--- src/rtl/piggy_report_engine.sv ---
// piggy_report_engine: per-channel saturating BCD coin counters plus a report
// streamer. A report snapshots every counter and sends one ASCII frame:
// channel 0 first, DIGITS decimal digits per channel (leading zeros kept),
// SEP_CHAR between channels, then CR LF.
//
// Output handshake: a byte moves when tx_valid and tx_ready are both high at a
// rising clk edge. Once tx_valid is raised, tx_valid and tx_data hold their
// values until that transfer happens; only rst may drop tx_valid early.
module piggy_report_engine #(
  parameter int          N_CH        = 4,
  parameter int          DIGITS      = 3,
  parameter int          AUTO_REPORT = 1,
  parameter logic [7:0]  SEP_CHAR    = 8'h20
) (
  input  logic            clk,
  input  logic            rst,
  input  logic [N_CH-1:0] coin,
  input  logic            clear,
  input  logic            report_req,
  output logic [7:0]      tx_data,
  output logic            tx_valid,
  input  logic            tx_ready,
  output logic            busy,
  output logic            frame_done,
  output logic [N_CH-1:0] overflow
);

  localparam int         CW       = 4 * DIGITS;
  localparam logic [2:0] LAST_CH  = 3'(N_CH - 1);
  localparam logic [2:0] TOP_DIG  = 3'(DIGITS - 1);

  typedef enum logic [2:0] {
    S_IDLE  = 3'd0,
    S_LOAD  = 3'd1,
    S_DIGIT = 3'd2,
    S_SEP   = 3'd3,
    S_CR    = 3'd4,
    S_LF    = 3'd5
  } state_e;

  // Counter state
  logic [CW-1:0]   cnt_q  [N_CH];
  logic [CW-1:0]   cnt_d  [N_CH];
  logic [N_CH-1:0] ovf_q, ovf_d;

  // Report state
  state_e          state_q, state_d;
  logic [2:0]      ch_q, ch_d;
  logic [2:0]      dig_q, dig_d;
  logic            pending_q, pending_d;
  logic [CW-1:0]   snap_q [N_CH];
  logic [CW-1:0]   snap_d [N_CH];

  // Registered outputs
  logic [7:0]      tx_data_q, tx_data_d;
  logic            tx_valid_q, tx_valid_d;
  logic            busy_q, busy_d;
  logic            frame_done_q, frame_done_d;

  logic            trigger;
  logic            accept;
  logic [CW-1:0]   sel_val;
  logic [3:0]      sel_dig;

  // True when every BCD digit of v is 9 (counter is saturated).
  function automatic logic is_max(input logic [CW-1:0] v);
    logic r;
    r = 1'b1;
    for (int d = 0; d < DIGITS; d++) begin
      if (v[4*d +: 4] != 4'd9) r = 1'b0;
    end
    return r;
  endfunction

  // Decimal increment with carry rippling from the least significant digit.
  function automatic logic [CW-1:0] bcd_inc(input logic [CW-1:0] v);
    logic [CW-1:0] r;
    logic          carry;
    r     = v;
    carry = 1'b1;
    for (int d = 0; d < DIGITS; d++) begin
      if (carry) begin
        if (r[4*d +: 4] == 4'd9) begin
          r[4*d +: 4] = 4'd0;
        end else begin
          r[4*d +: 4] = r[4*d +: 4] + 4'd1;
          carry       = 1'b0;
        end
      end
    end
    return r;
  endfunction

  assign trigger = report_req | ((AUTO_REPORT != 0) & ((|coin) | clear));
  assign accept  = tx_valid_q & tx_ready;

  // Next counter values: clear beats coin; a coin at all-9s only flags overflow.
  always_comb begin
    ovf_d = ovf_q;
    for (int i = 0; i < N_CH; i++) begin
      cnt_d[i] = cnt_q[i];
      if (clear) begin
        cnt_d[i] = '0;
        ovf_d[i] = 1'b0;
      end else if (coin[i]) begin
        if (is_max(cnt_q[i])) ovf_d[i] = 1'b1;
        else                  cnt_d[i] = bcd_inc(cnt_q[i]);
      end
    end
  end

  // Counter and overflow registers.
  always_ff @(posedge clk) begin
    if (rst) begin
      for (int i = 0; i < N_CH; i++) cnt_q[i] <= '0;
      ovf_q <= '0;
    end else begin
      for (int i = 0; i < N_CH; i++) cnt_q[i] <= cnt_d[i];
      ovf_q <= ovf_d;
    end
  end

  // Frame sequencing: next state, byte position and pending re-trigger.
  always_comb begin
    state_d   = state_q;
    ch_d      = ch_q;
    dig_d     = dig_q;
    pending_d = pending_q;
    for (int i = 0; i < N_CH; i++) snap_d[i] = snap_q[i];

    if (state_q != S_IDLE && trigger) pending_d = 1'b1;

    unique case (state_q)
      S_IDLE: begin
        if (trigger) state_d = S_LOAD;
      end
      S_LOAD: begin
        // Snapshot the registered counts, which already include any
        // increment made on the triggering cycle.
        for (int i = 0; i < N_CH; i++) snap_d[i] = cnt_q[i];
        ch_d    = 3'd0;
        dig_d   = TOP_DIG;
        state_d = S_DIGIT;
      end
      S_DIGIT: begin
        if (accept) begin
          if (dig_q != 3'd0)        dig_d   = dig_q - 3'd1;
          else if (ch_q != LAST_CH) state_d = S_SEP;
          else                      state_d = S_CR;
        end
      end
      S_SEP: begin
        if (accept) begin
          ch_d    = ch_q + 3'd1;
          dig_d   = TOP_DIG;
          state_d = S_DIGIT;
        end
      end
      S_CR: begin
        if (accept) state_d = S_LF;
      end
      S_LF: begin
        if (accept) begin
          state_d   = (pending_q || trigger) ? S_LOAD : S_IDLE;
          pending_d = 1'b0;
        end
      end
      default: state_d = S_IDLE;
    endcase
  end

  // Output byte for the next cycle, taken from the snapshot that will be live.
  always_comb begin
    sel_val = '0;
    for (int i = 0; i < N_CH; i++) begin
      if (ch_d == 3'(i)) sel_val = snap_d[i];
    end
    sel_dig = 4'd0;
    for (int d = 0; d < DIGITS; d++) begin
      if (dig_d == 3'(d)) sel_dig = sel_val[4*d +: 4];
    end

    tx_valid_d   = 1'b0;
    tx_data_d    = 8'h00;
    unique case (state_d)
      S_DIGIT: begin tx_valid_d = 1'b1; tx_data_d = 8'h30 + {4'h0, sel_dig}; end
      S_SEP:   begin tx_valid_d = 1'b1; tx_data_d = SEP_CHAR;                end
      S_CR:    begin tx_valid_d = 1'b1; tx_data_d = 8'h0D;                   end
      S_LF:    begin tx_valid_d = 1'b1; tx_data_d = 8'h0A;                   end
      default: begin tx_valid_d = 1'b0; tx_data_d = 8'h00;                   end
    endcase
    busy_d       = (state_d != S_IDLE);
    frame_done_d = (state_q == S_LF) && accept;
  end

  // Report FSM registers and registered outputs.
  always_ff @(posedge clk) begin
    if (rst) begin
      state_q      <= S_IDLE;
      ch_q         <= 3'd0;
      dig_q        <= 3'd0;
      pending_q    <= 1'b0;
      for (int i = 0; i < N_CH; i++) snap_q[i] <= '0;
      tx_data_q    <= 8'h00;
      tx_valid_q   <= 1'b0;
      busy_q       <= 1'b0;
      frame_done_q <= 1'b0;
    end else begin
      state_q      <= state_d;
      ch_q         <= ch_d;
      dig_q        <= dig_d;
      pending_q    <= pending_d;
      for (int i = 0; i < N_CH; i++) snap_q[i] <= snap_d[i];
      tx_data_q    <= tx_data_d;
      tx_valid_q   <= tx_valid_d;
      busy_q       <= busy_d;
      frame_done_q <= frame_done_d;
    end
  end

  assign tx_data    = tx_data_q;
  assign tx_valid   = tx_valid_q;
  assign busy       = busy_q;
  assign frame_done = frame_done_q;
  assign overflow   = ovf_q;

endmodule
--- config.mk ---
export PLATFORM = sky130hd
export DESIGN_NAME = piggy_report_engine
export DESIGN_NICKNAME = d
export VERILOG_FILES = /design/src/rtl/piggy_report_engine.sv
export SDC_FILE = /design/constraint.sdc
export NUM_CORES = 1
export LEC_CHECK = 0
export BUFFER_PORTS_ARGS = -buffer_cell sky130_fd_sc_hd__buf_4
export CORE_MARGIN = 2
export CORE_UTILIZATION = 40
export DETAILED_ROUTE_END_ITERATION = 10
export REMOVE_ABC_BUFFERS = 1
export SKIP_LAST_GASP = 1
export SLEW_MARGIN = 30
export SYNTH_ARGS = -nofsm -noshare
export SYNTH_HDL_FRONTEND = slang
export SYNTH_SLANG_ARGS = --single-unit
--- constraint.sdc ---
create_clock -name clk -period 2.4 [get_ports clk]
set_input_delay 0.6 -clock clk [delete_from_list [all_inputs] [get_ports clk]]
set_output_delay 0.6 -clock clk [all_outputs]
set_load 0.005 [all_outputs]
-- Yosys cells after proc, flatten, opt, wreduce, memory -nomap -nowiden
Memories as Yosys holds them, arrays and structs flattened.
Cells that the tools add are included.
- register bits after elaboration: 25
- latch bits: 0
- RAM bits: 96
- bits in read-only memories: 0
- input bits: 9
- output and inout bits: 15
- logic and storage cells: 222
- memories kept: 2
- memory list (memory ; words ; width ; rd ports ; clocked after Yosys merged registers in ; wr ports ; line ; source):
    cnt_q ; 4 ; 12 ; 4 ; 0 ; 4 ; 42 ; logic [CW-1:0] cnt_q [N_CH];
    snap_q ; 4 ; 12 ; 4 ; 0 ; 4 ; 51 ; logic [CW-1:0] snap_q [N_CH];
- $add $sub $neg: 15
- multipliers: 0
- divide/modulo/power cells: 0
- magnitude comparators: 0
- equality and inequality tests: 39
- shift-type cells: 0
- mux-type cells: 127
- bitwise gates (word level): 11
- reduce and logical (&&, ||, !) cells: 16
- operators by type and width (operator ; count):
    12-bit 2-to-1 mux ; 24
    4-bit 2-to-1 mux ; 23
    1-bit 2-to-1 mux ; 64
    4-bit by 1-bit adder with 4-bit output, second input constant ; 12
    4-bit == test, second input constant ; 12
    48-bit 2-to-1 mux ; 1
    4-bit != test, second input constant ; 12
    3-bit 2-to-1 mux ; 11
    7-bit case mux with 4 select lines ; 1
    3-bit by 2-bit == test with 1-bit output, second input constant ; 7
    3-bit case mux with 6 select lines ; 1
    3-bit == test, second input constant ; 4
    1-bit OR ; 10
    3-bit by 1-bit == test with 1-bit output, second input constant ; 3
    3-bit logical NOT ; 3
    3-bit case mux with 3 select lines ; 1
    3-bit nonzero test ; 3
    2-bit AND reduction ; 4
    4-bit OR reduction ; 2
    6-bit by 4-bit adder with 7-bit output, first input constant ; 1
    3-bit case mux with 2 select lines ; 1
    3-bit by 1-bit adder with 3-bit output, second input constant ; 1
    3-bit by 2-bit != test with 1-bit output, second input constant ; 1
    3-bit by 1-bit subtractor with 3-bit output, second input constant ; 1
    4 further kinds ; 5

-- Longest topological paths before layout
An unclocked memory read counts as a cell.
- depth in word-level cells: 19
- gate-level depth with buffers: 10
- depth with buffers taken out: 10

-- Worst setup path before layout
No wires, ideal clock.
- path type: input-to-reg
- start point: in tx_ready
- end point: reg tx_data_q[0], in the netlist tx_data[0]
- library setup time: 0.083 ns
- arrival time: 2.158 ns
- required time: 2.317 ns
- slack: 0.160 ns
- stages: 7
- path buffers: 0
- cells stage by stage: nand2_2 > nor4b_1 > mux2_2 > o21ai_4 > nand2_1 > or4_4 > o221ai_1
- word-level cells in the longest chain between the ends: 13
- elaborated cells between the ends (all ways): 31
- those cells by class: add/sub (1); eq/ne (9); mux (18); bitwise (1); reduce/logical (2)
- RTL lines (what ; line ; source):
    start, declared ; 22 ; input logic tx_ready,
    1-bit bitwise AND * ; 95 ; assign accept = tx_valid_q & tx_ready;
    3-bit 2-to-1 mux ; 153 ; if (accept) begin
    3-bit case mux with 2 select lines ; 133 ; unique case (state_q)
    3-bit logical NOT ; 176 ; if (ch_d == 3'(i)) sel_val = snap_d[i];
    12-bit 2-to-1 mux (4 in a row) ; 176 ;
    4-bit 2-to-1 mux (3 in a row) ; 180 ; if (dig_d == 3'(d)) sel_dig = sel_val[4*d +: 4];
    6-bit by 4-bit adder with 7-bit output ; 186 ; S_DIGIT: begin tx_valid_d = 1'b1; tx_data_d = 8'h30 + {4'h0, sel_dig}; end
    7-bit case mux with 4 select lines * ; 185 ; unique case (state_d)
    end signal, assigned ; 214 ; tx_data_q <= tx_data_d;
    end, declared ; 55 ; logic [7:0] tx_data_q, tx_data_d;
Mark *: on every way between the ends. The rest lies on a longest branch, timed or not.
A chain may end at the register's enable or synchronous reset.

-- Final worst setup path
- start point: reg state_q[2]
- end point: reg tx_data_q[1], in the netlist tx_data[1]
- word-level cells in the longest chain between the ends: 12
- elaborated cells between the ends (all ways): 36
- those cells by class: add/sub (1); eq/ne (14); mux (18); reduce/logical (3)
- RTL lines (what ; line ; source):
    start, declared ; 47 ; state_e state_q, state_d;
    start signal, assigned ; 209 ; state_q <= state_d;
    3-bit by 2-bit == test with 1-bit output or 3-bit by 1-bit == test with 1-bit output (tied branches) ; 133 ;
    3-bit case mux with 2 select lines ; 133 ;
    3-bit logical NOT ; 176 ;
    12-bit 2-to-1 mux (4 in a row) ; 176 ;
    4-bit 2-to-1 mux (3 in a row) ; 180 ;
    6-bit by 4-bit adder with 7-bit output ; 186 ;
    7-bit case mux with 4 select lines * ; 185 ;
Marked as above.

==> results list <==
* Vias in the first global route: 4689
- Final Cycle Share: 0.946
* Final antenna-violating net count: 0
* Core box area: 0.0139 sq mm
- Fraction of layout instances using a drive strength above 1: 0.175
- Data on the critical path arrives at its endpoint at 2.56 ns.
- By area the synthesized netlist is led by sky130_fd_sc_hd__dfxtp_1, sky130_fd_sc_hd__nand2_1, sky130_fd_sc_hd__a21oi_1.
- Proportion of synthesized chip area in sequential cells: 0.415
- DRC: 0
- Longest Clk Path Bufs: 2
* Distinct cell type count of the synthesized netlist: 74
- On the final layout, the worst clock skew is 0.00843 ns.
* Seq cells post-synth: 119
- Headroom to the max-slew limit came out at 0.612.
- The flow ran to the end, and the final reports show no timing, DRC or antenna violations.
- For the worst flop-to-flop path, the logic depth is 7.
* End of the worst hold path: snap_q[0][5]
- The die covers 0.0153 sq mm.
- 24 I/O pins were placed.
- Final HPWL DP: approximately 10 mm
* Max-cap violation count: 0
- TritonCTS built the clock tree.
* Worst hold path cell count: 2
- The net count of the finished layout is about 760.
- In this run the most critical hold path is launched from snap_q[0][5].
- The endpoint identified for the worst register-to-register timing path is tx_data[1].
* Worst reg2reg path startpoint: state_q[2]
* Clock H-tree levels: 4
- Clock latency on the worst-skew pair, taken at its later pin, is 0.41 ns.
- Measured along the x axis, the die boundary spans 124 microns.
* Most common cell after layout, fill and taps aside: sky130_fd_sc_hd__dfxtp_1
- In this run the worst path has a maximum fanout of 10.
- Antenna violations before repair: 0
- Endpoint type of the worst setup path: flop
- Routing layer with the top usage in global route: met2
- For this run, asynchronously set or reset flops after synthesis account for 0.
* Met1 usage: 0.253
* Maximum vdd ir drop: around 0.51 mV
- Power Dens Cells: roughly 690 mW/mm^2
- Met3 routing resource usage after global routing: 0.0462
- Highest clock frequency the design can meet: 0.441 GHz
- Synthesized area: approximately 0.0057 sq mm
* Clk root buf: sky130_fd_sc_hd__clkbuf_16
* N_diodes: 0
- Syn avg cell area: ~8.3 sq um
* Detail-routed net length per standard cell: roughly 15 microns
- Min Clock Period, post-route: 2.27 ns
- Wire length of the first global-routing pass: 23.1 mm
- The clock drives 119 sinks.
- The path class of the tightest hold or removal check is flop to flop.
- Count of port buffers added during placement: 21
- Yosys Warn Count: 0
- Setup violations remaining at the end of the flow were counted as 0.
* Overall die height: roughly 120 microns
- Counting flops with a built-in enable in the synthesized netlist gives 0.
- Summed over all instances, the cell type with the most area after synthesis is sky130_fd_sc_hd__dfxtp_1.
* Pin slew with the least headroom to its limit: 0.582 ns
- The multi-input combinational cells in the finished layout cover a total of 0.00310 sq mm.
- Filler cell count: 1356
* Kind of start point of the critical path: flop
- The number of endpoints with negative hold slack in the final report came to 0.
* Most used flip-flop cell after synthesis: sky130_fd_sc_hd__dfxtp_1
- In the global route stage, met2 resource usage came out at 0.307.
* Final Max Slew Viols: 0
* Overflow left after global routing: 0
- Required time at the worst-slack endpoint: between 2 and 3 ns
- GRT Overall Usage: 0.197
- Type of the worst setup path: flop to flop
- After routing the design area is roughly 0.0068 sq mm.
- Total leakage power: around 2.4 nW
* Number of rows in the core area: 43
- Detailed Route Iter0 Violations: 304
* Clock slew at the register clock pins of the worst setup and hold paths: 0.05 ns
- Initial cell density of the core: 0.412
- Placement-stage cell area: ~0.0062 sq mm
- Placer congestion estimate: 0.863
- Area Overhead vs Synth: 18.5%
- For this run, the detailed router's first-pass iteration total came to 4.
* Number of buffers added to fix hold violations after cts: 0
* Routed via count: 5012
- The top cell types in the final layout, fill and taps aside, are sky130_fd_sc_hd__dfxtp_1, sky130_fd_sc_hd__nand2_1, sky130_fd_sc_hd__nor2_1, sky130_fd_sc_hd__a21oi_1, sky130_fd_sc_hd__buf_4.
- TritonCTS buffer count: 17
* Portion of synthesized cell area occupied by the leading cell type: 0.415
- Synthesis handed over a netlist of ~700 instances.
- Entering global routing, the biggest net connects 53 pins.
- Total detailed-routing wirelength: 14.2 mm
- Final Hold Slack: 0.456 ns
- Flop2flop setup slack: 0.13 ns
- Area used by sequential logic in the layout: approximately 0.0024 sq mm
- Using the TritonRoute via totals, the vias-per-cell ratio works out to 5.37.
## report_power, final
part	switching, mW	internal [mW]
clock network	0.839	1.35
registers	0.0229	2.01
logic	0.299	0.204
total	1.16	3.56
## cell type report
type,instances,area share
Multi-Input combinational cell,521,0.455
Sequential cell,119,0.350
Timing Repair Buffer,69,0.0798
Clock buffer,25,0.0699
Tap cell,180,0.0331
Inverter,15,0.00827
Clock inverter,5,0.00368
## worst max-delay path by stage
stage                     slack, ns    endpoint        from
after global routing         -0.002  tx_data[0]    dig_q[0]
after floorplan               -1.06  tx_data[0]  state_q[2]
after CTS                      0.01  tx_data[0]    dig_q[0]
after detailed placement      -0.14  tx_data[0]     coin[3]
final                          0.13  tx_data[1]  state_q[2]
after global placement        -0.06  tx_data[2]     coin[3]
## per-stage QoR
step / instances / setup TNS (ns) / setup WS, ns / util / power, mW
final: 934 / 0 / 0.130 / 0.488 / 4.72
after global routing: 934 / -0.00216 / -0.00216 / 0.488 / 4.91
after CTS: 930 / 0 / 0.0122 / 0.484 / 4.76
after detailed placement: 900 / -0.402 / -0.141 / 0.448 / 2.56
after global placement: 900 / -0.160 / -0.0628 / 0.448 / 2.56
after floorplan: 655 / -22.58 / -1.06 / - / 2.33
## critical path, cell delays in order, from the launching register on
cell and delay, ns:
sky130_fd_sc_hd__dfxtp_2 0.34, sky130_fd_sc_hd__and4b_1 0.33, sky130_fd_sc_hd__a22oi_2 0.10, sky130_fd_sc_hd__o21ai_4 0.38, sky130_fd_sc_hd__mux2_1 0.38, sky130_fd_sc_hd__a221oi_1 0.31, sky130_fd_sc_hd__o32a_1 0.24, sky130_fd_sc_hd__o22ai_1 0.06
## cells in the mapped netlist (3+ instances only)
| cell type | n |
|---|---|
| sky130_fd_sc_hd__nand2_1 | 117 |
| sky130_fd_sc_hd__nand3b_1 | 4 |
| sky130_fd_sc_hd__mux2_2 | 4 |
| sky130_fd_sc_hd__xor2_1 | 14 |
| sky130_fd_sc_hd__buf_2 | 13 |
| sky130_fd_sc_hd__o21a_1 | 5 |
| sky130_fd_sc_hd__nand4_1 | 6 |
| sky130_fd_sc_hd__xnor2_1 | 13 |
| sky130_fd_sc_hd__o31ai_1 | 3 |
| sky130_fd_sc_hd__buf_4 | 3 |
| sky130_fd_sc_hd__dfxtp_1 | 119 |
| sky130_fd_sc_hd__nor3_1 | 16 |
| sky130_fd_sc_hd__inv_1 | 14 |
| sky130_fd_sc_hd__nor2_1 | 79 |
| sky130_fd_sc_hd__ha_1 | 4 |
| sky130_fd_sc_hd__or3_1 | 5 |
| sky130_fd_sc_hd__nor4_1 | 5 |
| sky130_fd_sc_hd__mux2i_1 | 19 |
| sky130_fd_sc_hd__clkbuf_1 | 15 |
| sky130_fd_sc_hd__nor2b_1 | 17 |
| sky130_fd_sc_hd__a31oi_1 | 9 |
| sky130_fd_sc_hd__a211oi_1 | 6 |
| sky130_fd_sc_hd__nor3b_1 | 12 |
| sky130_fd_sc_hd__nand3_1 | 14 |
| sky130_fd_sc_hd__and3_1 | 3 |
| sky130_fd_sc_hd__or2_2 | 3 |
| sky130_fd_sc_hd__and2_1 | 7 |
| sky130_fd_sc_hd__nor4bb_1 | 4 |
| sky130_fd_sc_hd__clkbuf_8 | 6 |
| sky130_fd_sc_hd__o211ai_1 | 4 |
| sky130_fd_sc_hd__nand4b_1 | 3 |
| sky130_fd_sc_hd__a21oi_1 | 69 |
| sky130_fd_sc_hd__a22oi_1 | 5 |
| sky130_fd_sc_hd__nand2b_1 | 3 |
| sky130_fd_sc_hd__o21ai_0 | 20 |
## registers in the layout, summed over array words and instances, names as in the netlist
register and flops:
ch_q 3, tx_data 6, state_q 3, busy 1
dig_q 3, frame_done 1, pending_q 1, snap_q 48
tx_valid 1, cnt_q 48, overflow 4
## cell families (layout without fill, tap and decap cells)
logic type / count (synthesis) / count (layout) / share of synthesized area
AOI/OAI and AO/OA: 144 / 144 / 0.159
and+or+nand+nor: 320 / 320 / 0.282
buffers and inverters: 53 / 114 / 0.0512
DFF: 119 / 119 / 0.415
muxes: 24 / 24 / 0.0429
other: 1 / 2 / 0.000653
xor gates and xnor gates: 27 / 27 / 0.0412
adders and majority gates: 4 / 4 / 0.00871
## repair_timing
| action | 4_1_cts | 5_1_grt |
|---|---|---|
| gates resized for setup | 0 | 4 |
| setup buffers | 0 | 4 |
| setup endpoints to repair | 0 | 4 |
## layer usage
metal	vias up	wire length, microns
met3	28	485
met1	2385	6680
met2	96	6650
met4	0	411
met5	-	0
li1	2503	-
Note: power is estimated with default switching activity, not from simulation.
